--- src/rtl/mips_mem_pkg.sv ---
// Shared encodings for the load/store front end: access sizes, FSM states, default depth.
package mips_mem_pkg;

    localparam logic [1:0] SZ_BYTE = 2'b00;
    localparam logic [1:0] SZ_HALF = 2'b01;
    localparam logic [1:0] SZ_WORD = 2'b10;

    localparam int MAU_DEPTH = 32;

    typedef enum logic [0:0] {
        ST_IDLE  = 1'b0,
        ST_WRITE = 1'b1
    } mau_state_e;

endpackage

--- src/rtl/mem_lane_align.sv ---
// Lane extract/extend for loads and lane insert for stores; purely combinational.
// Little-endian lanes: bytes by offset[1:0], halfwords by offset[1] only.
module mem_lane_align
    import mips_mem_pkg::*;
(
    input  logic [1:0]  size,
    input  logic [1:0]  offset,
    input  logic        is_unsigned,
    input  logic [31:0] rdata,
    input  logic [31:0] wdata,
    output logic [31:0] load_val,
    output logic [31:0] merged
);

    logic [7:0]  byte_v;
    logic [15:0] half_v;
    logic [4:0]  byte_sh;

    assign byte_sh = {offset, 3'b000};
    assign byte_v  = rdata[byte_sh +: 8];
    assign half_v  = offset[1] ? rdata[31:16] : rdata[15:0];

    always_comb begin
        load_val = rdata;
        merged   = wdata;
        case (size)
            SZ_BYTE: begin
                load_val = {{24{~is_unsigned & byte_v[7]}}, byte_v};
                merged   = rdata;
                merged[byte_sh +: 8] = wdata[7:0];
            end
            SZ_HALF: begin
                load_val = {{16{~is_unsigned & half_v[15]}}, half_v};
                merged   = offset[1] ? {wdata[15:0], rdata[15:0]} : {rdata[31:16], wdata[15:0]};
            end
            default: begin
                load_val = rdata;
                merged   = wdata;
            end
        endcase
    end

endmodule

--- src/rtl/mem_access_unit.sv ---
// Load/store front end: byte address to word index, extended loads, RMW sub-word stores.
// Optional misalignment trapping is enabled by defining MAU_MISALIGN_TRAP_EN.
module mem_access_unit
    import mips_mem_pkg::*;
#(
    parameter int DEPTH = MAU_DEPTH
) (
    input  logic        CLK,
    input  logic        RESET,
    input  logic        REQ,
    input  logic        LOAD,
    input  logic        STORE,
    input  logic [1:0]  SIZE,
    input  logic        UNSIGNED,
    input  logic [31:0] ADDR,
    input  logic [31:0] WDATA,
    output logic        STALL,
    output logic [31:0] LOAD_DATA,
    output logic        LOAD_VALID,
    output logic        ERR,
    output logic        MEM_ENABLE,
    output logic        MEM_READ,
    output logic        MEM_WRITE,
    output logic [31:0] MEM_ADDR,
    output logic [31:0] MEM_WDATA,
    input  logic [31:0] MEM_RDATA
);

    localparam logic [0:0] IDLE  = ST_IDLE;
    localparam logic [0:0] WRITE = ST_WRITE;

    logic [0:0]  state;
    logic [29:0] wr_idx;
    logic [31:0] wr_word;
    logic [31:0] load_val;
    logic [31:0] merged;
    logic        in_range;
    logic        misalign;
    logic        illegal;
    logic        idle;
    logic        accept;
    logic        reject;
    logic        do_load;
    logic        do_wstore;
    logic        do_sub;
    logic        in_write;

    assign in_range = ({2'b00, ADDR[31:2]} < 32'(DEPTH));

`ifdef MAU_MISALIGN_TRAP_EN
    assign misalign = ((SIZE == SZ_HALF) && ADDR[0]) || ((SIZE == SZ_WORD) && (ADDR[1:0] != 2'b00));
`else
    assign misalign = 1'b0;
`endif

    assign illegal = (LOAD & STORE) | (SIZE == 2'b11) | ~in_range | misalign;

    // While in WRITE the held store request on the inputs is ignored.
    assign idle      = (state == IDLE);
    assign accept    = REQ & idle & ~illegal & ~RESET;
    assign reject    = REQ & idle & illegal;
    assign do_load   = accept & LOAD;
    assign do_wstore = accept & STORE & (SIZE == SZ_WORD);
    assign do_sub    = accept & STORE & (SIZE != SZ_WORD);
    assign in_write  = (state == WRITE) & ~RESET;

    mem_lane_align u_align (
        .size        (SIZE),
        .offset      (ADDR[1:0]),
        .is_unsigned (UNSIGNED),
        .rdata       (MEM_RDATA),
        .wdata       (WDATA),
        .load_val    (load_val),
        .merged      (merged)
    );

    always_comb begin
        STALL      = do_sub;
        MEM_ENABLE = do_load | do_wstore | in_write;
        MEM_READ   = do_load | do_sub;
        MEM_WRITE  = do_wstore | in_write;
        MEM_ADDR   = 32'h0;
        MEM_WDATA  = 32'h0;
        if (in_write) begin
            MEM_ADDR  = {2'b00, wr_idx};
            MEM_WDATA = wr_word;
        end else if (do_load | do_wstore | do_sub) begin
            MEM_ADDR  = {2'b00, ADDR[31:2]};
            MEM_WDATA = do_wstore ? WDATA : 32'h0;
        end
    end

    always_ff @(posedge CLK or posedge RESET) begin
        if (RESET) begin
            state      <= IDLE;
            wr_idx     <= '0;
            wr_word    <= '0;
            LOAD_DATA  <= '0;
            LOAD_VALID <= 1'b0;
            ERR        <= 1'b0;
        end else begin
            LOAD_VALID <= do_load;
            ERR        <= reject;
            if (do_load) begin
                LOAD_DATA <= load_val;
            end
            if (do_sub) begin
                wr_word <= merged;
                wr_idx  <= ADDR[31:2];
                state   <= WRITE;
            end else if (state == WRITE) begin
                state <= IDLE;
            end
        end
    end

endmodule

--- config.mk ---
export PLATFORM = sky130hd
export DESIGN_NAME = mem_access_unit
export DESIGN_NICKNAME = d
export VERILOG_FILES = /design/src/rtl/mips_mem_pkg.sv /design/src/rtl/mem_lane_align.sv /design/src/rtl/mem_access_unit.sv
export SDC_FILE = /design/constraint.sdc
export NUM_CORES = 1
export LEC_CHECK = 0
export BUFFER_PORTS_ARGS = -buffer_cell sky130_fd_sc_hd__buf_2
export CORE_MARGIN = 5
export CORE_UTILIZATION = 40
export CTS_CLUSTER_SIZE = 14
export DETAILED_ROUTE_END_ITERATION = 7
export PLACE_DENSITY_LB_ADDON = 0.15
export SLEW_MARGIN = 20
export SYNTH_ARGS = -nofsm -noshare
export SYNTH_HDL_FRONTEND = slang
export SYNTH_HIERARCHICAL = 1
export SYNTH_SLANG_ARGS = --single-unit
--- constraint.sdc ---
create_clock -name CLK -period 3.75 [get_ports CLK]
set_input_delay 0.1875 -clock CLK [delete_from_list [all_inputs] [get_ports CLK]]
set_output_delay 0.1875 -clock CLK [all_outputs]
set_load 0.01 [all_outputs]
## Word level (Yosys, flattened, before mapping)

Index checks and enable logic that the tools add are counted.

| word-level totals | value |
|---|---|
| output and inout bits | 102 |
| word-level logic and storage cells | 51 |
| bits of input ports | 104 |
| flip-flop bits (word level) | 97 |

| cells by class | value |
|---|---|
| equality and inequality tests | 4 |
| bitwise operators | 24 |
| add/subtract/negate cells | 1 |
| reduce and logical (&&, ||, !) cells | 1 |
| shift-type cells | 3 |
| $lt $le $gt $ge | 1 |
| muxes and demuxes | 11 |

Operators by type and width:

| kind | count |
|---|---|
| 2-to-1 mux 32 bit | 5 |
| one-hot mux 32 bit (2 select lines) | 2 |
| bitwise mux 32 bit | 1 |
| variable shift 8 x 7 -> 32 bit (first input constant) | 1 |
| variable part select 32 x 6 -> 8 bit | 1 |
| variable part select 8 x 7 -> 32 bit | 1 |
| < comparator 30 x 6 -> 1 bit (second input constant) | 1 |
| 2-to-1 mux 30 bit | 1 |
| 2-to-1 mux 16 bit | 1 |
| AND 1 bit | 12 |
| negation 5 -> 7 bit | 1 |
| OR 1 bit | 7 |
| NOT 1 bit | 5 |
| equality test 2 bit (second input constant) | 2 |
| equality test 2 x 1 -> 1 bit (second input constant) | 1 |
| zero test 2 bit | 1 |
| inequality test 2 bit (second input constant) | 1 |
| 2-to-1 mux 1 bit | 1 |

## Logic depth before layout (Yosys ltp)

Gate-level depths: netlist of the first run.

| depth | value |
|---|---|
| depth in word-level cells | 12 |
| gate-level depth with buffers | 10 |
| mapped depth without buffers | 7 |

## Modules after synthesis

The synthesis of the first run kept the hierarchy.

By module, submodules not included:

| module | area an instance (µm²) | seq. area each (µm²) | times used | cells an instance |
|---|---|---|---|---|
| mem_access_unit | 4,395.5 | 2,427.3 | 1 | 308 |
| mem_lane_align | 1,497.7 | 0.0 | 1 | 235 |

## Worst setup path after synthesis of the first run

No wires, ideal clock.

| path | value |
|---|---|
| kind | input -> register |
| from | input port RESET |
| to | register wr_idx[1] |
| path buffers | 1 |
| stages | 5 |
| arrival | 3,917 ps |
| library setup time | 128 ps |
| required time | 3,622 ps |
| slack | -295 ps |
| cell sequence | inv_1 > nand2b_1 > nor4_4 > buf_6 > mux2_1 |

| between the ends | value |
|---|---|
| cells in the longest elaborated chain, start to end | 4 |

Ends and longest elaborated chain:

| element | line | source |
|---|---|---|
| start, declared | mem_access_unit.sv:9 | `input logic RESET,` |
| NOT 1 bit | mem_access_unit.sv:60 | `assign accept = REQ & idle & ~illegal & ~RESET;` |
| AND 1 bit | mem_access_unit.sv:60 |  |
| AND 1 bit (2 in series) | mem_access_unit.sv:64 | `assign do_sub = accept & STORE & (SIZE != SZ_WORD);` |
| end signal, assigned | mem_access_unit.sv:109 | `wr_idx <= ADDR[31:2];` |
| end, declared | mem_access_unit.sv:33 | `logic [29:0] wr_idx;` |

No other way between the ends.
A chain may end at the register's enable or synchronous reset.

## Final worst setup path of the first run

| path | value |
|---|---|
| from | input port RESET |
| to | output port MEM_READ |

| between the ends | value |
|---|---|
| cells in the longest elaborated chain, start to end | 5 |
| elaborated cells between the ends (all ways) | 6 |
| those cells by class | 6 x bitwise |

Ends and longest elaborated chain:

| element | line | source |
|---|---|---|
| NOT 1 bit (*) | mem_access_unit.sv:60 |  |
| AND 1 bit (*) | mem_access_unit.sv:60 |  |
| AND 1 bit (2 in series) | mem_access_unit.sv:64 |  |
| OR 1 bit (*) | mem_access_unit.sv:80 | `MEM_READ = do_load \| do_sub;` |
| end, declared | mem_access_unit.sv:22 | `output logic MEM_READ,` |

Every way passes the cells marked *; elsewhere a longest branch is shown, timed or not.

==> impl_metrics.env, run 1 <==
export IMPL_status="finished clean"
export IMPL_ys_seq_area_share_pct=41.2
export IMPL_cap_viol_max_count=0
export IMPL_min_period_ns=2.93
export IMPL_syn_to_final_growth_pct=24.4
export IMPL_fin_nets=837
export IMPL_routedWlPerCell_um=21.1
export IMPL_switching_power_w=0.000627
export IMPL_start_util_pct=40.7
export IMPL_r2r_slack_ns=1.50
export IMPL_gp_congestion=0.838
export IMPL_layout_drive_gt1_share_pct=43.1
export IMPL_hp_start="ADDR[3]"
export IMPL_io_buffers=203
export IMPL_power_frac_comb_pct=13.9
export IMPL_syn_cell_area_mm2=0.00589
export IMPL_p_sw_share_pct=26.9
export IMPL_cp_arrival_ns=2.74
export IMPL_tightest_slew_ns=1.01
export IMPL_cts_buffers=9
export IMPL_cts_setup_buffers=0
export IMPL_numClockSinks=97
export IMPL_setup_ws_ns=0.824
export IMPL_synth_warnings=6
export IMPL_r2r_cells=5
export IMPL_max_vdd_ir_drop_mv=0.183
export IMPL_clockRootBuffer="clkbuf_16"
export IMPL_p_per_area_mw_per_mm2=319
export IMPL_cts_max_level=3
export IMPL_async_flop_share_pct=100
export IMPL_yosys_top_cells_area="dfrtp_1 41%, mux2_4 6.9%, a22o_1 6.5%, mux2_2 6.5%, nand2_1 4.0%"
export IMPL_crit_required_ns=3.56
export IMPL_grt_usage_pct=21.8
export IMPL_die_h_um=131
export IMPL_p_int_w=0.00171
export IMPL_power_leakage_nw=3.95
export IMPL_drtIter0Drc=490
export IMPL_holdPathEnd="wr_idx[1]"
export IMPL_antenna_found_initial=1
export IMPL_grt_max_degree=83
export IMPL_clkLatencyLatePin_ns=0.35
export IMPL_worstPathMaxFanout=17
export IMPL_cts_tree="yes"
export IMPL_num_vias=5155
export IMPL_rows=44
export IMPL_dp_slack_ns=1.16
export IMPL_synth_seq_cells=97
export IMPL_cts_buffer_depth=2
export IMPL_synth_cells=543
export IMPL_dieWidth_um=131
export IMPL_first_global_vias=5205
export IMPL_power_frac_seq_pct=44.8
export IMPL_grt_setup_unrepaired="false"
export IMPL_dp_hpwl_um=14400
export IMPL_clock_fmax_mhz=342
export IMPL_final_setup_tns_ns=0
export IMPL_postRouteAntennaNets=0
export IMPL_maxSlewViolCount=0
export IMPL_core_area_mm2=0.0145
export IMPL_crit_type="input port to output pin"
export IMPL_r2r_start="state"
export IMPL_yosys_most_used_dff="dfrtp_1"
export IMPL_critPathLaunchType="input port"
export IMPL_grt_overflow=0
export IMPL_firstDrtPassIters=5
export IMPL_slew_limit_headroom_pct=32.3
export IMPL_cts_hold_fix_buffers=1
export IMPL_clk_pin_slew_ns=0.07
export IMPL_synth_largest_area_cell="dfrtp_1"
export IMPL_synth_top_area_share_pct=41.2
export IMPL_ctsResizeCount=0
export IMPL_ioPinCount=206
export IMPL_synth_edff_count=0
export IMPL_remaining_drc_errors=0
export IMPL_r2r_end="wr_word[6]"
export IMPL_min_path_cells=2
export IMPL_fin_crit_sh_pct=78.0
export IMPL_grt_first_pass_wirelength_um=30300
export IMPL_synthMostInstantiatedCell="dfrtp_1"
export IMPL_drt_total_wl_um=19300
export IMPL_finalSetupViolCount=0
export IMPL_worstSetupEndpointType="output pin"
export IMPL_dieArea_mm2=0.0173
export IMPL_clock_power_share_pct=41.3
export IMPL_synthTopCellsByCount="97 x dfrtp_1, 63 x nand2_1, 44 x a22o_1, 34 x mux2_2, 28 x nor2b_1"
export IMPL_hold_viol=0
export IMPL_antennaDiodeCount=0
export IMPL_yosysUniqueCellTypes=51
export IMPL_hp_class="input port to flip-flop"
export IMPL_avgSynthCellArea_um2=10.9
export IMPL_viasPerCell=5.62
export IMPL_skew_ns=0.0103
==> state kept, by name (all words and copies together), names as in the netlist <==
| name | count |
|---|---|
| ERR | 1 |
| state | 1 |
| LOAD_VALID | 1 |
| LOAD_DATA | 32 |
| wr_idx | 30 |
| wr_word | 32 |
==> stage by stage <==
| step | power, W | utilization (%) | instances | instance area (um^2) | hold slack [ns] |
|---|---|---|---|---|---|
| 2_1_floorplan | 0.00124 | - | 544 | 5900 | 0.259 |
| 3_3_place_gp | 0.00138 | 48.4 | 900 | 7010 | 0.219 |
| 3_5_place_dp | 0.00139 | 48.4 | 900 | 7010 | 0.229 |
| 4_1_cts | 0.00235 | 50.6 | 917 | 7320 | 0.0671 |
| 5_1_grt | 0.00243 | 50.6 | 917 | 7330 | 0.0696 |
| 6_report | 0.00233 | 50.6 | 917 | 7330 | 0.0766 |
==> worst max path at each step <==
stage | startpoint | endpoint | slack (ns) | cells after the start
global route | RESET | MEM_ADDR[0] | 0.63 | 7
global placement | ADDR[1] | wr_word[15] | 1.26 | 8
finish | RESET | MEM_READ | 0.82 | 7
CTS | RESET | MEM_READ | 0.85 | 7
floorplan | RESET | wr_idx[1] | 0.79 | 5
detailed placement | ADDR[1] | wr_word[15] | 1.16 | 8
==> critical path, stage by stage <==
cell	delay (ns)
dlygate4sd3_1	0.54
buf_2	0.16
clkinvlp_4	0.27
nand2b_1	0.29
nor3_1	0.84
a21boi_0	0.28
buf_2	0.17
==> power groups by stage <==
| stage | logic, W | registers [W] | clock network [W] |
|---|---|---|---|
| global placement | 0.000315 | 0.00107 | 0 |
| detailed placement | 0.000319 | 0.00107 | 0 |
| CTS | 0.000321 | 0.00105 | 0.000984 |
| global route | 0.000353 | 0.00105 | 0.00104 |
| finish | 0.000324 | 0.00105 | 0.000964 |
| floorplan | 0.000174 | 0.00107 | 0 |
==> cell families after synthesis <==
logic type / Yosys count / synth area share, %
compound gates: 134 / 18.9
simple gates: 169 / 17.0
flops: 97 / 41.2
other cells: 1 / 0.0636
fa+ha+maj: 5 / 1.06
buf+inv: 55 / 4.63
mux: 82 / 17.2
==> cells in the final DEF (no fill, tap or decap), types with 3 or more instances in the layout <==
master / Yosys / routed
inv_1: 16 / 15
a221o_1: 12 / 12
nand2_1: 63 / 63
a21oi_1: 13 / 13
a21oi_2: 10 / 10
nor2b_1: 28 / 27
a22o_1: 44 / 44
buf_4: 3 / 7
a222oi_1: 16 / 16
o21ai_0: 14 / 14
nor2_1: 15 / 15
mux2_1: 10 / 10
buf_2: 14 / 203
ha_1: 5 / 5
dfrtp_1: 97 / 97
nor3_1: 6 / 6
or2_2: 3 / 3
mux2_4: 27 / 27
a32o_1: 5 / 5
mux2i_1: 11 / 11
nand2b_1: 7 / 7
mux2_2: 34 / 34
a22oi_1: 4 / 4
clkbuf_16: 0 / 9
and2_1: 25 / 25
nor4_4: 5 / 6
==> metal layers <==
metal	wire, um	up-vias	part of all wire, %	track usage (%)
li1	-	2381	-	-
met1	8280	2504	43	28.6
met3	1550	40	8.0	5.81
met2	8900	228	46	34.0
met4	591	2	3.1	9.31
met5	11	-	0.057	0
==> layout make-up <==
type,instances,area [um^2]
Fill cell,1396,7150
Multi-Input combinational cell,392,3210
Sequential cell,97,2430
Timing Repair Buffer,212,1090
Clock buffer,11,243
Tap cell,184,230
Inverter,16,63.8
Clock inverter,5,61.3
Note: power is estimated with default switching activity, not from simulation.
==> run 2: changes to the inputs <==
==> constraint.sdc (replaced) <==
create_clock -name CLK -period 2.7 [get_ports CLK]
set_input_delay 0.135 -clock CLK [delete_from_list [all_inputs] [get_ports CLK]]
set_output_delay 0.135 -clock CLK [all_outputs]
set_load 0.01 [all_outputs]
==> run 2 against run 1 <==
Compared with the run above:
- via count increased by 1.2%
- critical path depth decreased by 1
- die area unchanged
- combinational power increased by 40%
- register-to-register slack got worse by 0.96 ns
- non-clock buffer count increased by 2
- sequential share of layout area decreased by 0.22 points
- utilization increased by 0.34 points
==> impl_metrics.env, run 2 (synthesis gave the netlist of run 1 again) <==
export IMPL_status="finished clean"
export IMPL_final_common_cell="buf_2"
export IMPL_clockRootBuffer="clkbuf_16"
export IMPL_routedWlPerCell_um=20.8
export IMPL_power_frac_seq_pct=45.8
export IMPL_crit_type="flip-flop to output pin"
export IMPL_r2r_cells=5
export IMPL_syn_to_final_growth_pct=25.2
export IMPL_holdWs_ns=0.0257
export IMPL_drt_total_wl_um=19100
export IMPL_postRouteAntennaNets=0
export IMPL_drtIter0Drc=598
export IMPL_dieWidth_um=131
export IMPL_cts_buffer_depth=2
export IMPL_grt_overflow=0
export IMPL_clock_fmax_mhz=421
export IMPL_hold_viol=0
export IMPL_critPathLaunchType="flip-flop"
export IMPL_gp_congestion=0.876
export IMPL_start_util_pct=40.7
export IMPL_largestRegisters="LOAD_DATA: 32 flops, wr_word: 32 flops, wr_idx: 30 flops"
export IMPL_r2r_start="state"
export IMPL_grt_first_pass_wirelength_um=30400
export IMPL_dp_hpwl_um=14400
export IMPL_cts_tree="yes"
export IMPL_cap_viol_max_count=0
export IMPL_met1Wirelength_um=8160
export IMPL_io_buffers=203
export IMPL_min_path_cells=2
export IMPL_crit_required_ns=2.57
export IMPL_p_per_area_mw_per_mm2=430
export IMPL_routed_wl_met3_um=1590
export IMPL_viasPerCell=5.68
export IMPL_cts_max_level=3
export IMPL_power_frac_comb_pct=14.3
export IMPL_antenna_found_initial=1
export IMPL_hp_class="input port to flip-flop"
export IMPL_skew_ns=0.0104
export IMPL_clk_pin_slew_ns=0.06
export IMPL_cp_arrival_ns=2.24
export IMPL_finalSetupViolCount=0
export IMPL_grt_setup_unrepaired="false"
export IMPL_fin_crit_sh_pct=88.0
export IMPL_maxSlewViolCount=0
export IMPL_layout_common_cells="203 x buf_2, 97 x dfrtp_1, 63 x nand2_1"
export IMPL_dpl_cell_count=902
export IMPL_remaining_drc_errors=0
export IMPL_grt_max_degree=70
export IMPL_post_route_util_pct=51.0
export IMPL_max_vdd_ir_drop_mv=0.234
export IMPL_hp_start="ADDR[3]"
export IMPL_fin_nets=839
export IMPL_antennaDiodeCount=0
export IMPL_dr_wl_met2_um=9020
export IMPL_ctsResizeCount=0
export IMPL_fillCellCount=1380
export IMPL_firstDrtPassIters=6
export IMPL_layout_cells_non_filler=919
export IMPL_routed_top_layer="met5"
export IMPL_numClockSinks=97
export IMPL_finalPower_w=0.00317
export IMPL_slew_limit_headroom_pct=29.5
export IMPL_cp_startpoint="state"
export IMPL_p_sw_share_pct=27.8
export IMPL_switching_power_w=0.000880
export IMPL_rows=44
export IMPL_ioPinCount=206
export IMPL_clock_power_share_pct=39.9
export IMPL_cts_buffers=9
export IMPL_layout_drive_gt1_share_pct=44.6
export IMPL_die_h_um=131
export IMPL_num_vias=5216
export IMPL_power_leakage_nw=3.95
export IMPL_grt_usage_pct=21.6
export IMPL_core_area_mm2=0.0145
export IMPL_min_period_ns=2.38
export IMPL_first_global_vias=5416
export IMPL_p_int_w=0.00229
export IMPL_dieArea_mm2=0.0173
export IMPL_clkLatencyLatePin_ns=0.35
export IMPL_final_setup_tns_ns=0
export IMPL_worstSetupEndpointType="output pin"
export IMPL_worstPathMaxFanout=32
export IMPL_tightest_slew_ns=1.05
## run 2: repair_timing
item | in CTS | in global routing
setup buffers | 0 | 0
endpoints found under the hold margin | 28 | 0
hold buffers | 1 | 0
## run 2: layer usage
| layer | vias up | track usage (%) |
|---|---|---|
| li1 | 2384 | - |
| met1 | 2571 | 29.3 |
| met2 | 234 | 34.5 |
| met3 | 25 | 5.05 |
| met4 | 2 | 6.63 |
| met5 | - | 0 |
## run 2: stage by stage
stage | cell area [um^2] | setup WS [ns]
floorplan | 5940 | -0.204
global placement | 7070 | 0.551
global route | 7380 | 0.224
CTS | 7380 | 0.319
detailed placement | 7070 | 0.499
finish | 7380 | 0.325
## run 2: layout make-up
class                           instances  area [um^2]  area share (%)
Clock buffer                           10          239            3.24
Clock inverter                          6         56.3           0.763
Inverter                               16         63.8           0.865
Multi-Input combinational cell        392         3250            44.0
Sequential cell                        97         2430            32.9
Tap cell                              184          230            3.12
Timing Repair Buffer                  214         1110            15.1
## run 2: path summary, 6_finish.rpt
path | to | slack, ns
min in group asynchronous | wr_idx[22] | 0.47
worst min-delay path | wr_idx[1] | 0.03
worst min register to register | wr_idx[7] | 0.49
worst max register to register | LOAD_DATA[5] | 0.54
worst max-delay path | MEM_WDATA[2] | 0.32
max in group asynchronous | LOAD_DATA[4] | 1.03
## run 2: power by group through the flow
stage / clock [W] / sequential, W / combinational (W)
detailed placement: 0 / 0.00148 / 0.000446
global route: 0.00137 / 0.00145 / 0.000493
global placement: 0 / 0.00148 / 0.000437
floorplan: 0 / 0.00148 / 0.000242
CTS: 0.00130 / 0.00145 / 0.000448
finish: 0.00127 / 0.00145 / 0.000453
## run 2: worst max-delay path, cell delays in order, from the launching register on
cell and delay [ns]:
dfrtp_1 0.38, nand2b_1 0.17, nand2b_1 0.32, nor4_4 0.27, buf_4 0.37, a22o_1 0.23
buf_2 0.14
